==> src/rtl/dram_arb_pkg.sv <==
// dram_arb_pkg: shared types and constants for the data-RAM arbiter.
//   DRAM_*       geometry of the 512x32 data RAM
//   port_idx_t   requester index (up to 8 requesters)
//   dram_req_t   one memory request {we, be, addr, wdata}
//   lock_state_t state of the locked-sequence tracker
//   rr_next      round-robin successor of a port index
package dram_arb_pkg;

    localparam int DRAM_ADDR_W = 9;
    localparam int DRAM_DATA_W = 32;
    localparam int DRAM_BE_W   = 4;

    typedef logic [2:0] port_idx_t;

    typedef struct packed {
        logic                   we;
        logic [DRAM_BE_W-1:0]   be;
        logic [DRAM_ADDR_W-1:0] addr;
        logic [DRAM_DATA_W-1:0] wdata;
    } dram_req_t;

    typedef enum logic {
        LK_IDLE,
        LK_HELD
    } lock_state_t;

    function automatic port_idx_t rr_next(input port_idx_t idx, input int unsigned num_ports);
        return (32'(idx) == num_ports - 1) ? '0 : idx + 3'd1;
    endfunction

endpackage

==> src/rtl/dram_rr_pick.sv <==
// dram_rr_pick: combinational rotating-priority picker.
//   elig    in  NUM_PORTS  eligible requesters
//   rr_ptr  in  3          highest-priority index this cycle
//   win_oh  out NUM_PORTS  one-hot winner (zero when nothing eligible)
//   win_idx out 3          winner index
//   any     out 1          at least one eligible requester
module dram_rr_pick
    import dram_arb_pkg::*;
#(
    parameter int NUM_PORTS = 4
) (
    input  logic [NUM_PORTS-1:0] elig,
    input  port_idx_t            rr_ptr,
    output logic [NUM_PORTS-1:0] win_oh,
    output port_idx_t            win_idx,
    output logic                 any
);

    logic found;

    // Scan offsets from rr_ptr; the inner loop decodes the rotated index
    // so every select uses a loop constant.
    always_comb begin
        win_oh  = '0;
        win_idx = '0;
        found   = 1'b0;
        for (int unsigned ofs = 0; ofs < NUM_PORTS; ofs++) begin
            for (int unsigned j = 0; j < NUM_PORTS; j++) begin
                if (!found && elig[j] && (j == (32'(rr_ptr) + ofs) % NUM_PORTS)) begin
                    found     = 1'b1;
                    win_oh[j] = 1'b1;
                    win_idx   = port_idx_t'(j);
                end
            end
        end
    end

    assign any = |elig;

endmodule

==> src/rtl/dram_arbiter.sv <==
// dram_arbiter: round-robin arbiter sharing the single-port data RAM
// between NUM_PORTS requesters, with bounded locked sequences.
//   clk, rst                          clock, synchronous active-high reset
//   p_req/p_lock/p_we/p_be/p_addr/p_wdata  per-port request channels (packed)
//   p_gnt                             one-hot grant, same cycle as request
//   p_rvalid/p_rdata                  routed response, rdata broadcast
//   m_req/m_we/m_be/m_addr/m_wdata    memory request channel
//   m_gnt/m_rvalid/m_rdata            memory accept and response
module dram_arbiter
    import dram_arb_pkg::*;
#(
    parameter int NUM_PORTS = 4,
    parameter int ADDR_W    = 9,
    parameter int DATA_W    = 32,
    parameter int BE_W      = 4,
    parameter int LOCK_MAX  = 4
) (
    input  logic                        clk,
    input  logic                        rst,
    input  logic [NUM_PORTS-1:0]        p_req,
    input  logic [NUM_PORTS-1:0]        p_lock,
    input  logic [NUM_PORTS-1:0]        p_we,
    input  logic [NUM_PORTS*BE_W-1:0]   p_be,
    input  logic [NUM_PORTS*ADDR_W-1:0] p_addr,
    input  logic [NUM_PORTS*DATA_W-1:0] p_wdata,
    output logic [NUM_PORTS-1:0]        p_gnt,
    output logic [NUM_PORTS-1:0]        p_rvalid,
    output logic [DATA_W-1:0]           p_rdata,
    output logic                        m_req,
    output logic                        m_we,
    output logic [BE_W-1:0]             m_be,
    output logic [ADDR_W-1:0]           m_addr,
    output logic [DATA_W-1:0]           m_wdata,
    input  logic                        m_gnt,
    input  logic                        m_rvalid,
    input  logic [DATA_W-1:0]           m_rdata
);

    localparam int CNT_W = $clog2(LOCK_MAX + 1);

    lock_state_t          lock_state, lock_state_n;
    port_idx_t            rr_ptr, rr_ptr_n;
    port_idx_t            lock_owner, lock_owner_n;
    port_idx_t            resp_id, resp_id_n;
    logic [CNT_W-1:0]     lock_cnt, lock_cnt_n;
    logic                 resp_pend, resp_pend_n;

    logic [NUM_PORTS-1:0] owner_mask, elig, win_oh;
    port_idx_t            win_idx;
    logic                 win_any, owner_req, lock_live, grant, win_lock;

    always_comb begin
        owner_mask = '0;
        for (int unsigned i = 0; i < NUM_PORTS; i++)
            owner_mask[i] = (lock_owner == port_idx_t'(i));
    end

    // A lock only masks the others while its owner is still requesting;
    // if the owner drops out, normal arbitration runs in the same cycle.
    assign owner_req = |(p_req & owner_mask);
    assign lock_live = (lock_state == LK_HELD) && owner_req;
    assign elig      = lock_live ? (p_req & owner_mask) : p_req;

    dram_rr_pick #(
        .NUM_PORTS(NUM_PORTS)
    ) u_pick (
        .elig   (elig),
        .rr_ptr (rr_ptr),
        .win_oh (win_oh),
        .win_idx(win_idx),
        .any    (win_any)
    );

    assign m_req    = win_any & ~rst;
    assign grant    = m_req & m_gnt;
    assign p_gnt    = grant ? win_oh : '0;
    assign win_lock = |(p_lock & win_oh);
    assign p_rdata  = m_rdata;

    always_comb begin
        m_we    = 1'b0;
        m_be    = '0;
        m_addr  = '0;
        m_wdata = '0;
        for (int unsigned i = 0; i < NUM_PORTS; i++) begin
            if (win_oh[i]) begin
                m_we    = p_we[i];
                m_be    = p_be[i*BE_W +: BE_W];
                m_addr  = p_addr[i*ADDR_W +: ADDR_W];
                m_wdata = p_wdata[i*DATA_W +: DATA_W];
            end
        end
    end

    always_comb begin
        p_rvalid = '0;
        for (int unsigned i = 0; i < NUM_PORTS; i++)
            p_rvalid[i] = m_rvalid & resp_pend & (resp_id == port_idx_t'(i)) & ~rst;
    end

    always_comb begin
        lock_state_n = lock_state;
        lock_owner_n = lock_owner;
        lock_cnt_n   = lock_cnt;
        rr_ptr_n     = rr_ptr;
        resp_pend_n  = grant;
        resp_id_n    = grant ? win_idx : resp_id;

        if ((lock_state == LK_HELD) && !owner_req) begin
            lock_state_n = LK_IDLE;
            lock_cnt_n   = '0;
        end

        if (grant) begin
            if (lock_live) begin
                // The grant that reaches LOCK_MAX, or one without p_lock, closes the lock.
                if (!win_lock || (lock_cnt == CNT_W'(LOCK_MAX - 1))) begin
                    lock_state_n = LK_IDLE;
                    lock_cnt_n   = '0;
                    rr_ptr_n     = rr_next(win_idx, NUM_PORTS);
                end else begin
                    lock_cnt_n = lock_cnt + 1'b1;
                end
            end else if (win_lock && (LOCK_MAX > 1)) begin
                lock_state_n = LK_HELD;
                lock_owner_n = win_idx;
                lock_cnt_n   = CNT_W'(1);
            end else begin
                rr_ptr_n = rr_next(win_idx, NUM_PORTS);
            end
        end
    end

    always_ff @(posedge clk) begin
        if (rst) begin
            lock_state <= LK_IDLE;
            lock_owner <= '0;
            lock_cnt   <= '0;
            rr_ptr     <= '0;
            resp_pend  <= 1'b0;
            resp_id    <= '0;
        end else begin
            lock_state <= lock_state_n;
            lock_owner <= lock_owner_n;
            lock_cnt   <= lock_cnt_n;
            rr_ptr     <= rr_ptr_n;
            resp_pend  <= resp_pend_n;
            resp_id    <= resp_id_n;
        end
    end

endmodule

==> config.mk <==
export PLATFORM = sky130hd
export DESIGN_NAME = dram_arbiter
export DESIGN_NICKNAME = d
export VERILOG_FILES = /design/src/rtl/dram_arb_pkg.sv /design/src/rtl/dram_rr_pick.sv /design/src/rtl/dram_arbiter.sv
export SDC_FILE = /design/constraint.sdc
export NUM_CORES = 1
export LEC_CHECK = 0
export CORE_AREA = 2 2 121 123
export CTS_BUF_LIST = sky130_fd_sc_hd__clkbuf_16
export CTS_CLUSTER_SIZE = 25
export DETAILED_ROUTE_END_ITERATION = 8
export DIE_AREA = 0 0 123 125
export SLEW_MARGIN = 25
export SYNTH_ARGS = -nofsm -noshare
export SYNTH_HDL_FRONTEND = slang
export SYNTH_SLANG_ARGS = --single-unit
==> constraint.sdc <==
create_clock -name clk -period 3.15 [get_ports clk]
set_input_delay 0.7875 -clock clk [delete_from_list [all_inputs] [get_ports clk]]
set_output_delay 0.7875 -clock clk [all_outputs]
set_load 0.005 [all_outputs]
* Yosys cells after proc, flatten, opt, wreduce, memory -nomap -nowiden
Cells that the tools add are included.
** Storage, ports and cells
- Register bits :: 13
- Input bits :: 228
- Output and inout bits :: 87
- Logic and storage cells :: 187
** Cells by class
- $add $sub $neg :: 5
- Eq/ne operators :: 22
- Multiplexer cells :: 77
- Bitwise gates (word level) :: 15
- Reductions and logical operators :: 62
** Operators with widths (number)
- 32-bit logical NOT :: 4
- 32-bit two-way mux :: 4
- 1-bit two-way mux :: 40
- 2-bit two-way mux :: 18
- 9-bit two-way mux :: 4
- 1-bit logical AND :: 33
- 4-bit two-way mux :: 6
- 3-bit by 2-bit equality test with 1-bit output (second input constant) :: 6
- 1-bit logical NOT :: 17
- 2-bit equality test (first input constant) :: 8
- 3-bit two-way mux :: 5
- 4-bit OR reduction :: 3
- 1-bit bitwise AND :: 11
- 4-bit bitwise AND :: 2
- 1-bit by 2-bit equality test with 1-bit output (first input constant) :: 4
- 3-bit by 1-bit equality test with 1-bit output (second input constant) :: 2
- 3-bit logical NOT :: 2
- 3-bit AND reduction :: 2
- 2-bit by 1-bit adder with 2-bit output (second input constant) :: 2
- 2-bit adder (second input constant) :: 2
- 3-bit by 1-bit adder with 3-bit output (second input constant) :: 1
- 2-bit by 1-bit inequality test with 1-bit output (second input constant) :: 1
- 2-bit inequality test (second input constant) :: 1
- 1-bit inverter :: 2
- 1-bit logical OR :: 1

* Longest topological paths before layout
- Word-level depth :: 74
- Gate-level depth with buffers :: 10
- Mapped depth without buffers :: 7

* Cells and area by module
A second synthesis with hierarchy kept.
** Unflattened totals
- Cell total of the unflattened synthesis :: 380
- Area total of the unflattened synthesis :: 2563.7 um2
** Modules (own cells, without submodules)
- dram_arbiter :: times used 1, cells each 351, area an instance 2403.6 um2, sequential area each 280.3 um2
- dram_rr_pick :: times used 1, cells each 29, area an instance 160.2 um2, sequential area each 0.0 um2

* Worst setup path before layout
OpenSTA, ideal clock, no wires.
- Kind :: input-to-output
- Start point :: in p_req[2]
- End point :: out m_addr[2]
- Data arrival time :: 2.370 ns
- Required time :: 2.362 ns
- Setup slack :: -0.007 ns
- Stages on the path :: 10
- Buffers on the path :: 3
- Cell sequence :: clkbuf_2 mux2i_1 o211ai_1 and2_1 o21ai_1 nand2_1 buf_2 buf_2 a222oi_1 nand2_1
** On the way
- Longest elaborated chain between the ends :: 67
- Elaborated cells on any way between the ends :: 84
- Classes of those cells :: mux (35); bitwise (1); reduce/logical (48)
** RTL lines
- from (decl) :: RTL line dram_arbiter.sv:20 : input logic [NUM_PORTS-1:0] p_req,
- 4-bit bitwise AND :: RTL line dram_arbiter.sv:60, dram_arbiter.sv:62
- 4-bit OR reduction :: RTL line dram_arbiter.sv:60 : assign owner_req = |(p_req & owner_mask);
- 1-bit logical AND :: RTL line dram_arbiter.sv:61 : assign lock_live = (lock_state == LK_HELD) && owner_req;
- 4-bit two-way mux (*) :: RTL line dram_arbiter.sv:62 : assign elig = lock_live ? (p_req & owner_mask) : p_req;
- 1-bit logical AND :: RTL line dram_rr_pick.sv:29 : if (!found && elig[j] && (j == (32'(rr_ptr) + ofs) % NUM_PORTS)) begin
- 1-bit two-way mux :: RTL line dram_rr_pick.sv:29
- 1-bit logical NOT :: RTL line dram_rr_pick.sv:29
- 1-bit logical AND (2 in a row) :: RTL line dram_rr_pick.sv:29
- [... 48 more ...]
- 1-bit two-way mux :: RTL line dram_rr_pick.sv:29
- 1-bit logical NOT :: RTL line dram_rr_pick.sv:29
- 1-bit logical AND (2 in a row) :: RTL line dram_rr_pick.sv:29
- 1-bit two-way mux :: RTL line dram_rr_pick.sv:29
- 1-bit logical NOT :: RTL line dram_rr_pick.sv:29
- 1-bit logical AND (2 in a row) :: RTL line dram_rr_pick.sv:29
- 1-bit two-way mux :: RTL line dram_rr_pick.sv:29
- 9-bit two-way mux (*) :: RTL line dram_arbiter.sv:86 : if (win_oh[i]) begin
- to (decl) :: RTL line dram_arbiter.sv:32 : output logic [ADDR_W-1:0] m_addr,
Mark *: on every way between the ends. The rest lies on a longest branch, timed or not.

* Final worst setup path
- Start point :: in p_req[1]
- End point :: out m_wdata[16]
** On the way
- Longest elaborated chain between the ends :: 67
- Elaborated cells on any way between the ends :: 84
- Classes of those cells :: mux (35); bitwise (1); reduce/logical (48)
** RTL lines
- 4-bit bitwise AND :: RTL line dram_arbiter.sv:60, dram_arbiter.sv:62
- 4-bit OR reduction :: RTL line dram_arbiter.sv:60
- 1-bit logical AND :: RTL line dram_arbiter.sv:61
- 4-bit two-way mux (*) :: RTL line dram_arbiter.sv:62
- 1-bit logical AND :: RTL line dram_rr_pick.sv:29
- 1-bit two-way mux :: RTL line dram_rr_pick.sv:29
- 1-bit logical NOT :: RTL line dram_rr_pick.sv:29
- 1-bit logical AND (2 in a row) :: RTL line dram_rr_pick.sv:29
- [... 48 more ...]
- 1-bit two-way mux :: RTL line dram_rr_pick.sv:29
- 1-bit logical NOT :: RTL line dram_rr_pick.sv:29
- 1-bit logical AND (2 in a row) :: RTL line dram_rr_pick.sv:29
- 1-bit two-way mux :: RTL line dram_rr_pick.sv:29
- 1-bit logical NOT :: RTL line dram_rr_pick.sv:29
- 1-bit logical AND (2 in a row) :: RTL line dram_rr_pick.sv:29
- 1-bit two-way mux :: RTL line dram_rr_pick.sv:29
- 32-bit two-way mux (*) :: RTL line dram_arbiter.sv:86
- to (decl) :: RTL line dram_arbiter.sv:33 : output logic [DATA_W-1:0] m_wdata,
Marked as above.

==> impl_metrics.tcl <==
set metrics [dict create \
    io_buffer_count 250 \
    synthTopCellsByCount "104 x nand2_1, 46 x a222oi_1, 33 x buf_4" \
    power_density_nw_per_um2 269.6 \
    hold_violations 0 \
    core_area_sq_um 14200 \
    vias 3758 \
    maxSlewViolCount 0 \
    grt_overflow_total 0 \
    die_w_um 123 \
    tns_ps -7014 \
    nFillCells 1513 \
    synth-seq-area-share 0.1026 \
    drt_pass1_iterations 5 \
    route.detailed.drc 0 \
    fin_crit_sh 1.077 \
    rows 44 \
    cts_buffers 3 \
    ys_seq_elements 11 \
    wire_per_inst_um 18.95 \
    drv_cap 0 \
    synth.distinct_cells 55 \
    synth_cells 315 \
    max_freq_mhz 294.7 \
    dieArea_sq_um 15380 \
    p_total_mw 1.443 \
    setup_viol 47 \
    drive_gt1_frac 0.2799 \
    rsz0062_at_grt "yes" \
    htreeDepth 1 \
    cts-hold-fix-buffers 0 \
    postRouteWirelength_mm 14.59 \
    synth_flop_cell "dfxtp_1" \
    worstPathCellList "buf_8, mux2i_4, buf_12, o211ai_4, o211ai_1, buf_4, a21oi_4, buf_12, buf_12, a222oi_1, nand2_1, buf_2" \
    violations "setup timing" \
    antenna_cells 0 \
    critPathMaxFanout 7 \
    cts_buffer_depth 2 \
    synth_top_cell_by_area "a222oi_1" \
    ios 315 \
    cts-root-buf "clkbuf_16" \
    grt_pass1_wl_mm 21.40 \
    clk_pin_slew_worst_paths_ps 40 \
    synth_edf_count 0 \
    antenna_found_initial 0 \
    fin_cells 770 \
    yosysWarningCount 0 \
    insertion_delay_ps 240 \
    relSlewSlack 0.6978 \
    synth_area_leaders "a222oi_1 21%, nand2_1 18%, buf_4 12%, dfxtp_1 10%, clkbuf_1 2.4%" \
    setup_ws_ps -243.0 \
    slowest_delay_ps 240 \
    skew_ps 1.164 \
    cts_tree "built" \
    nets 817 \
    synth_top_area_share 0.2145 \
    fin_crit_ps 3393 \
    synth_nets 545 \
    path_class "input port to output pin" \
    grt_max_degree 29 \
    yosysMostFrequentCell "nand2_1" \
    ys_async_sr_fraction 0 \
    ir_drop_mv 0.1451 \
    endpoint_kind "output pin" \
    p_leak_nw 2.315 \
    synth.avg_cell_area_sq_um 6.816 \
    worstHoldPathType "register to register" \
    tightestPinTransition_ps 448.6 \
    startpoint_type "input port" \
    viasPerCell 4.881 \
    track_usage 0.1781 \
    grt_pass1_vias 3963 \
    synth_area_sq_um 2147 \
    dp_cells 737 \
    ant_nets 0 \
    start_util 0.1512 \
    crit_required_ps 2360 \
    post_dp_cell_area_sq_um 4942 \
    crit_top_cell "buf_12" \
    syn_to_final_growth_pct 149.3 \
    post-route-cell-area_sq_um 5353 \
    drtIter0Drc 403 \
    dp_hpwl_mm 10.62 \
    cts.sinks 11 \
    crit_slowest_cell "a222oi_1" \
    cp_data_arrival_time_ps 2610 \
    gp_congestion 0.9277 \
    status "finished, violations left" \
    die_h_um 125 \
]
[cells by family after synthesis]
logic type,Yosys count,synth area share
and+or+nand+nor,144,0.2984
adders and majority gates,2,0.01165
DFF,11,0.1026
AOI/OAI and AO/OA,91,0.3817
buffers and inverters,64,0.1876
muxes,3,0.01806
[routing by layer]
layer,share of wire,vias up,global-route usage
li1,-,1731,-
met1,0.39,1763,0.2106
met2,0.50,217,0.3123
met3,0.083,47,0.04745
met4,0.028,0,0.05147
met5,0,-,0
[cells in the final DEF, fill, tap and decap left out, drive strengths merged, types with 5 or more instances in the layout]
cell and count:
a21oi 7, buf 125, o211ai 5, dfxtp 11, inv 7, o21ai 10, clkbuf 5, nand2 105
nor2 10, a222oi 46, clkdlybuf4s50 193
[critical path, delay by kind of cell]
kind | cells | cell delay [ps]
AOI/OAI and AO/OA | 4 | 610
buffers and inverters | 6 | 850
muxes | 1 | 200
and+or+nand+nor | 1 | 140
[repair_timing]
action / 4_1_cts / 5_1_grt
cloned: 7 / 1
endpoints found under the setup margin: 55 / 51
buffers inserted: 22 / 8
endpoints found under the hold margin: 0 / 0
resized for setup: 253 / 29
pin swaps: 108 / 56
[registers in the layout (all words and copies together), names as in the netlist]
register,count
rr_ptr,2
lock_state,1
resp_pend,1
lock_cnt,3
resp_id,2
lock_owner,2
[stage by stage]
step	util	worst slack, ps	hold WS [ps]
after floorplan	-	0.9905	448.7
after global placement	0.3480	-1052	459.0
after detailed placement	0.3480	-934.2	472.1
after CTS	0.3744	-268.9	482.2
after global routing	0.3769	-313.8	513.7
final	0.3769	-243.0	479.3
[cell type report]
cell class                 count  area, sq um  area share
timing repair buffer         325         3065      0.5727
inverter                       6        22.52    0.004208
clock inverter                 1        3.754   0.0007013
clock buffer                   3        75.07     0.01403
tap                          184        230.2     0.04301
multi-input combinational    240         1733      0.3237
sequential                    11        222.7     0.04161
[where the power goes]
| group | leakage [nW] | switching, mW | internal (mW) |
|---|---|---|---|
| Combinational | 2.18 | 0.433 | 0.610 |
| Sequential | 0.0908 | 0.0154 | 0.152 |
| Clock | 0.0423 | 0.0655 | 0.167 |
[worst paths after layout]
| check | startpoint | to | slack (ps) | depth (start not counted) |
|---|---|---|---|---|
| setup / recovery | p_req[1] | m_wdata[16] | -240 | 12 |
| setup reg to reg | lock_owner[1]$_SDFFE_PP0P_ | lock_cnt[1]$_SDFF_PP0_ | 530 | 12 |
| hold reg to reg | lock_cnt[2]$_SDFF_PP0_ | lock_cnt[2]$_SDFF_PP0_ | 480 | 1 |
| hold / removal | lock_cnt[2]$_SDFF_PP0_ | lock_cnt[2]$_SDFF_PP0_ | 480 | 1 |
Power figures use the tool's default switching activity.
